### src/rtl/adder_pipe_nbit.sv
// Pipelined ripple-carry adder: one W-bit slice per stage, carry and unconsumed
// operand bits travel down the pipe with the partial sum. Valid/ready on both sides.
module adder_pipe_nbit #(
  parameter int BIT_WIDTH = 16,
  parameter int STAGES    = 4
) (
  input  logic                 clk,
  input  logic                 rst,
  input  logic [BIT_WIDTH-1:0] a,
  input  logic [BIT_WIDTH-1:0] b,
  input  logic                 carry_in,
  input  logic                 in_valid,
  output logic                 in_ready,
  output logic [BIT_WIDTH-1:0] sum,
  output logic                 overflow,
  output logic                 out_valid,
  input  logic                 out_ready
);

  localparam int W = BIT_WIDTH / STAGES;

  if (BIT_WIDTH < 2 || STAGES < 1 || (BIT_WIDTH % STAGES) != 0) begin : g_param_check
    $error("adder_pipe_nbit: BIT_WIDTH must be >= 2 and an integer multiple of STAGES");
  end

  function automatic logic [W:0] add_slice(input logic [W-1:0] x, input logic [W-1:0] y,
                                           input logic c);
    return {1'b0, x} + {1'b0, y} + {{W{1'b0}}, c};
  endfunction

  logic                 advance;
  logic [BIT_WIDTH-1:0] a_q   [STAGES];
  logic [BIT_WIDTH-1:0] a_d   [STAGES];
  logic [BIT_WIDTH-1:0] b_q   [STAGES];
  logic [BIT_WIDTH-1:0] b_d   [STAGES];
  logic [BIT_WIDTH-1:0] sum_q [STAGES];
  logic [BIT_WIDTH-1:0] sum_d [STAGES];
  logic                 carry_q [STAGES];
  logic                 carry_d [STAGES];
  logic                 valid_q [STAGES];
  logic                 valid_d [STAGES];

  logic [BIT_WIDTH-1:0] in_a   [STAGES];
  logic [BIT_WIDTH-1:0] in_b   [STAGES];
  logic [BIT_WIDTH-1:0] in_sum [STAGES];
  logic                 in_c   [STAGES];
  logic                 in_v   [STAGES];
  logic [W:0]           slice;

  // Operands are kept right-aligned: each stage shifts out the slice it consumed,
  // so the next stage always adds bits [W-1:0] of what it receives.
  always_comb begin
    advance = !valid_q[STAGES-1] || out_ready;
    slice   = '0;
    in_a[0]   = a;
    in_b[0]   = b;
    in_sum[0] = '0;
    in_c[0]   = carry_in;
    in_v[0]   = in_valid;
    for (int k = 1; k < STAGES; k++) begin
      in_a[k]   = a_q[k-1];
      in_b[k]   = b_q[k-1];
      in_sum[k] = sum_q[k-1];
      in_c[k]   = carry_q[k-1];
      in_v[k]   = valid_q[k-1];
    end
    for (int k = 0; k < STAGES; k++) begin
      a_d[k]     = a_q[k];
      b_d[k]     = b_q[k];
      sum_d[k]   = sum_q[k];
      carry_d[k] = carry_q[k];
      valid_d[k] = valid_q[k];
      if (advance) begin
        slice      = add_slice(in_a[k][W-1:0], in_b[k][W-1:0], in_c[k]);
        a_d[k]     = in_a[k] >> W;
        b_d[k]     = in_b[k] >> W;
        sum_d[k]   = in_sum[k] | (BIT_WIDTH'(slice[W-1:0]) << (k * W));
        carry_d[k] = slice[W];
        valid_d[k] = in_v[k];
      end
    end
  end

  always_ff @(posedge clk) begin
    if (rst) begin
      for (int k = 0; k < STAGES; k++) begin
        a_q[k]     <= '0;
        b_q[k]     <= '0;
        sum_q[k]   <= '0;
        carry_q[k] <= 1'b0;
        valid_q[k] <= 1'b0;
      end
    end else begin
      for (int k = 0; k < STAGES; k++) begin
        a_q[k]     <= a_d[k];
        b_q[k]     <= b_d[k];
        sum_q[k]   <= sum_d[k];
        carry_q[k] <= carry_d[k];
        valid_q[k] <= valid_d[k];
      end
    end
  end

  assign in_ready  = advance;
  assign sum       = sum_q[STAGES-1];
  assign overflow  = carry_q[STAGES-1];
  assign out_valid = valid_q[STAGES-1];

  a_operands_known: assert property (@(posedge clk) in_valid |-> !$isunknown({a, b, carry_in}));

endmodule

### config.mk
export PLATFORM = sky130hd
export DESIGN_NAME = adder_pipe_nbit
export DESIGN_NICKNAME = d
export VERILOG_FILES = /design/src/rtl/adder_pipe_nbit.sv
export SDC_FILE = /design/constraint.sdc
export NUM_CORES = 1
export LEC_CHECK = 0
export CAP_MARGIN = 20
export CORE_MARGIN = 3
export CORE_UTILIZATION = 25
export DETAILED_ROUTE_END_ITERATION = 12
export DONT_BUFFER_PORTS = 1
export PLACE_DENSITY = 0.4
export SETUP_SLACK_MARGIN = 0.02
export SYNTH_ARGS = -nofsm -noshare
export SYNTH_HDL_FRONTEND = slang
export SYNTH_SLANG_ARGS = --single-unit
### constraint.sdc
create_clock -name clk -period 5 [get_ports clk]
set_input_delay 1 -clock clk [delete_from_list [all_inputs] [get_ports clk]]
set_output_delay 1 -clock clk [all_outputs]
set_load 0.02 [all_outputs]
# Word-level counts from Yosys, hierarchy flattened
# Memory sizes are Yosys's and may differ from the RTL's.
# Index checks and enable logic that the tools add are counted.
[word_totals]
ff_bits = 0
ramBits = 200
input_bits = 37
output_inout_bits = 19
memories = 5
[mem_list]
columns = ["name", "words", "word_bits", "read_ports", "rd_clocked_by_memory_dff", "wr", "line", "text"]
rows = [
  ["a_q", 4, 16, 3, 0, 4, "32", "logic [BIT_WIDTH-1:0] a_q [STAGES];"],
  ["b_q", 4, 16, 3, 0, 4, "34", "logic [BIT_WIDTH-1:0] b_q [STAGES];"],
  ["sum_q", 4, 16, 4, 0, 4, "36", "logic [BIT_WIDTH-1:0] sum_q [STAGES];"],
  ["carry_q", 4, 1, 4, 0, 4, "38", "logic carry_q [STAGES];"],
  ["valid_q", 4, 1, 4, 0, 4, "40", "logic valid_q [STAGES];"],
]
[classes]
addsub = 8
n_eq_ne = 1
mux = 43
bitwise = 23
n_reduce_logical = 3
[op_table]
columns = ["operator", "n"]
rows = [
  ["two-way mux 16 bit", 24],
  ["adder 4 x 4 -> 5 bit", 4],
  ["adder 5 x 1 -> 5 bit", 4],
  ["bitwise OR 1 bit", 20],
  ["two-way mux 1 bit", 19],
  ["bitwise OR 16 x 12 -> 16 bit", 1],
  ["bitwise OR 16 bit", 1],
  ["bitwise OR 16 x 8 -> 16 bit", 1],
  ["AND reduction 2 bit", 1],
  ["logical NOT 1 bit", 1],
  ["logical OR 1 bit", 1],
  ["inequality test 1 bit (second input constant)", 1],
]

# Depth between registers and ports, before layout
# An unclocked memory read counts as a cell.
[depth]
depth_word = 6
mapped_depth = 7
depth_no_buf = 6

# Worst setup path after synthesis
# No wires, ideal clock.
[synth_path]
path_type = "input-to-output"
from = "in out_ready"
to = "out in_ready"
arrival_ps = 1430
required_ps = 4000
slack_ps = 2570
cell_stages = 4
path_buffers = 2
cell_sequence = "nor2b_4 buf_6 inv_6 buf_4"
[synth_via]
elab_chain_cells = 1
[synth_lines]
columns = ["element", "line", "text"]
rows = [
  ["start: declaration", "17", "input logic out_ready"],
  ["logical OR 1 bit", "53", "advance = !valid_q[STAGES-1] || out_ready;"],
  ["end: declaration", "13", "output logic in_ready,"],
]
# No other way between the ends.

# Worst setup path in the final report
# Same ends and word-level chain as after synthesis.

==> summary.md <==
| Metric | Value |
|---|---|
| Post-CTS Setup Repair Bufs | `0` |
| DR iter-0 viols | `192` |
| Post-synthesis adder-cell area fraction | `approximately 7.6%` |
| Reg clk slew, reported paths | `0.06 ns` |
| Total grt overflow | `0` |
| Die W | `133.5 um` |
| Buffer and inverter count on the worst path | `1` |
| Inserted Clock Buffers | `9` |
| Asr flop ratio synth | `0%` |
| Final slew viol count | `0` |
| Routed vias/inst | `~4.3` |
| Cell taking the most area after synthesis | `dfxtp_1` |
| Root buffer cell | `clkbuf_16` |
| Design area | `4399 um2` |
| Achievable Freq | `approximately 0.38 GHz` |
| Static Leakage | `about 1.7 nW` |
| Worst-Skew Late Latency | `0.34 ns` |
| Post-Synth Simple-Gate Area | `between 20% and 30%` |
| Placed wire-length estimate | `5181 um` |
| Via count | `2857` |
| Worst Setup SP | `out_ready` |
| DRC errors left | `0` |
| RSZ-0062 raised after global routing | `false` |
| Main combinational cell family by area after synthesis | `simple AND/OR/NAND/NOR gates` |
| FF-to-FF path depth | `4` |
| Initial antenna violation count | `0` |
| Core area | `~16000 um2` |
| Worst min path class | `flip-flop to flip-flop` |
| Total Wirelength | `roughly 8400 um` |
| Syn Inst Count | `469` |
| Worst path arrival time | `1.63 ns` |
| CTS H-tree depth | `3` |
| Outcome | `completed` |
| Synth Register Bits | `96` |
| Crit end category | `primary output` |
| Largest cells by area after synthesis | `dfxtp_1 47%, nand2_1 14%, a21oi_1 9.4%` |
| Synthesized area | `4063 um2` |
| Critical path's slowest cell | `inv_6` |
| Syn Nets | `526` |
| RD Place Congestion | `0.6801` |
| Tmin final | `2.628 ns` |
| Post-CTS Hold Fix Bufs | `0` |
| Power Density | `381.7 nW/um2` |
| CP Launch Type | `primary input` |
| Fin cells | `665` |
| Hold Crit Depth | `2` |
| Xor/xnor share of the synthesized area | `0.8623%` |
| Busiest grt layer | `met2` |
| First-pass GRT wire length | `14230 um` |
| Placed cells | `649` |
| Hold violation total from the final report | `0` |
| Crit Path Class | `primary input to primary output` |
| Hold_sp | `b_q[0][10]` |
| WL per Instance | `~13 um` |
| Relative slew slack | `30.76%` |
| IO Pins | `56` |
| Share of the synthesized area in the top cell type | `47.31%` |
| Max Root-Sink Buffers | `2` |
| Worst r2r src | `valid_q[0][3]` |
| Required time worst endpoint | `4.00 ns` |
| Placed Instance Area | `4070 um2` |
| Final net count | `506` |
| Tcrit/Tclk final | `52.56%` |
| Sum of negative setup slack | `0 ns` |
| Ys flop type | `dfxtp_1` |
| Routed Antenna Nets | `0` |
| Worst VDD drop | `~0.16 mV` |
| Worst-path cell chain | `nor2b_4, inv_6` |
| Post-synth EDFFs | `0` |
| Initial Util | `26.14%` |
| CTS tree | `built` |
| Post-cts resize count | `0` |
| Endpoints failing setup | `0` |
| Largest net degree at the start of global routing | `around 110` |
| Multiplexer area fraction after synthesis | `0%` |
| Site Rows | `45` |
| Met1 Use GR | `12.96%` |
| Compound-Gate Fraction of Synth Area | `between 10% and 20%` |
| Met3 usage | `3.625%` |
| CP top delay family | `buffers and inverters` |
| Die ar. | `17820 um2` |
| Avg Cell Area, Syn | `about 8.7 um2` |
| Number of diodes | `0` |
| Distinct cells, synth | `29` |
| # clock sinks | `96` |
| IO Port Bufs | `0` |
| DR pass1 iterations | `4` |
| Total Routing Usage GR | `9.841%` |
| Yosys warns | `0` |
| Worst Path Max Fanout | `97` |
| Clock Skew | `0.006595 ns` |
| Levels on crit path | `2` |
| Max-cap viol count | `0` |
| Met2 Usage GRT | `14.95%` |
| Layout cells sized above 1 | `a little under a tenth` |
| Crit path largest cell delay | `0.51 ns` |
| Layout area overhead | `8.285%` |
| Worst slew pin tran | `1.039 ns` |
| Overall die height | `133.5 um` |
| Post-synthesis sequential area ratio | `47.31%` |
| Pwr Total | `1.679 mW` |
| Number of global-route vias before repair | `2808` |
cell type report:
cell class	instances	area [um2]
Sequential cell	96	1922
Tap cell	211	264.0
Clock inverter	6	90.09
Clock buffer	10	239.0
Timing Repair Buffer	1	7.507
Multi-Input combinational cell	329	1827
Fill cell	1718	11140
Inverter	12	50.05
synthesized netlist by cell type, drive strengths merged, types with 6 or more instances:
master and number:
nand2 165, inv 12, fa 8, a21oi 86, ha 12, a211oi 8
clkbuf 7, dfxtp 96, nor2 13, buf 25, nand3b 6
final timing paths:
kind	endpoint	slack, ns
max	in_ready	2.37
max reg2reg	carry_q[0][0]	3.00
min reg2reg	b_q[0][10]	0.45
min	b_q[0][10]	0.45
where the power goes:
group          switching (mW)  internal (mW)
combinational          0.0496         0.0449
clock                   0.295          0.454
sequential             0.0292          0.807
total                   0.374           1.31
layer usage:
metal	part of all wire (%)	wire, um	vias to the layer above
met5	0	0	-
met4	0.83	70	0
met3	4.5	379	6
met2	46	3885	46
met1	49	4097	1305
li1	-	-	1500
through the flow:
step	util, %	hold slack (ns)	setup WS (ns)
2_1_floorplan	-	0.4319	2.570
3_3_place_gp	26.19	0.4328	2.377
3_5_place_dp	26.19	0.4379	2.378
4_1_cts	28.31	0.4480	2.380
5_1_grt	28.31	0.4659	2.317
6_report	28.31	0.4456	2.372
placed cells by master, fill, tap and decap left out, drive strengths merged:
cell type    n
a21o         4
clkinvlp     1
a21oi       86
nor3         1
nand2b       3
o21ai        3
bufinv       2
ha          12
a2111o       4
a221oi       1
nand2      165
clkbuf      10
or3          3
fa           8
o211ai       4
clkinv       2
a211oi       8
nor2        13
buf          1
nand3b       6
dfxtp       96
inv         13
nor2b        4
xnor2        4
registers in the layout (all words and copies together), names as in the netlist:
name and cells:
sum_q 40, a_q 24, b_q 24, carry_q 4, valid_q 4
cells by family (layout without fill, tap and decap cells):
family	count (synthesis)	count (layout)
AND/OR/NAND/NOR	195	195
AO/OA/AOI/OAI	110	110
flip-flops	96	96
buffers and inverters	44	29
adder cells (fa/ha/maj)	20	20
XOR/XNOR	4	4
Power figures use the tool's default switching activity.
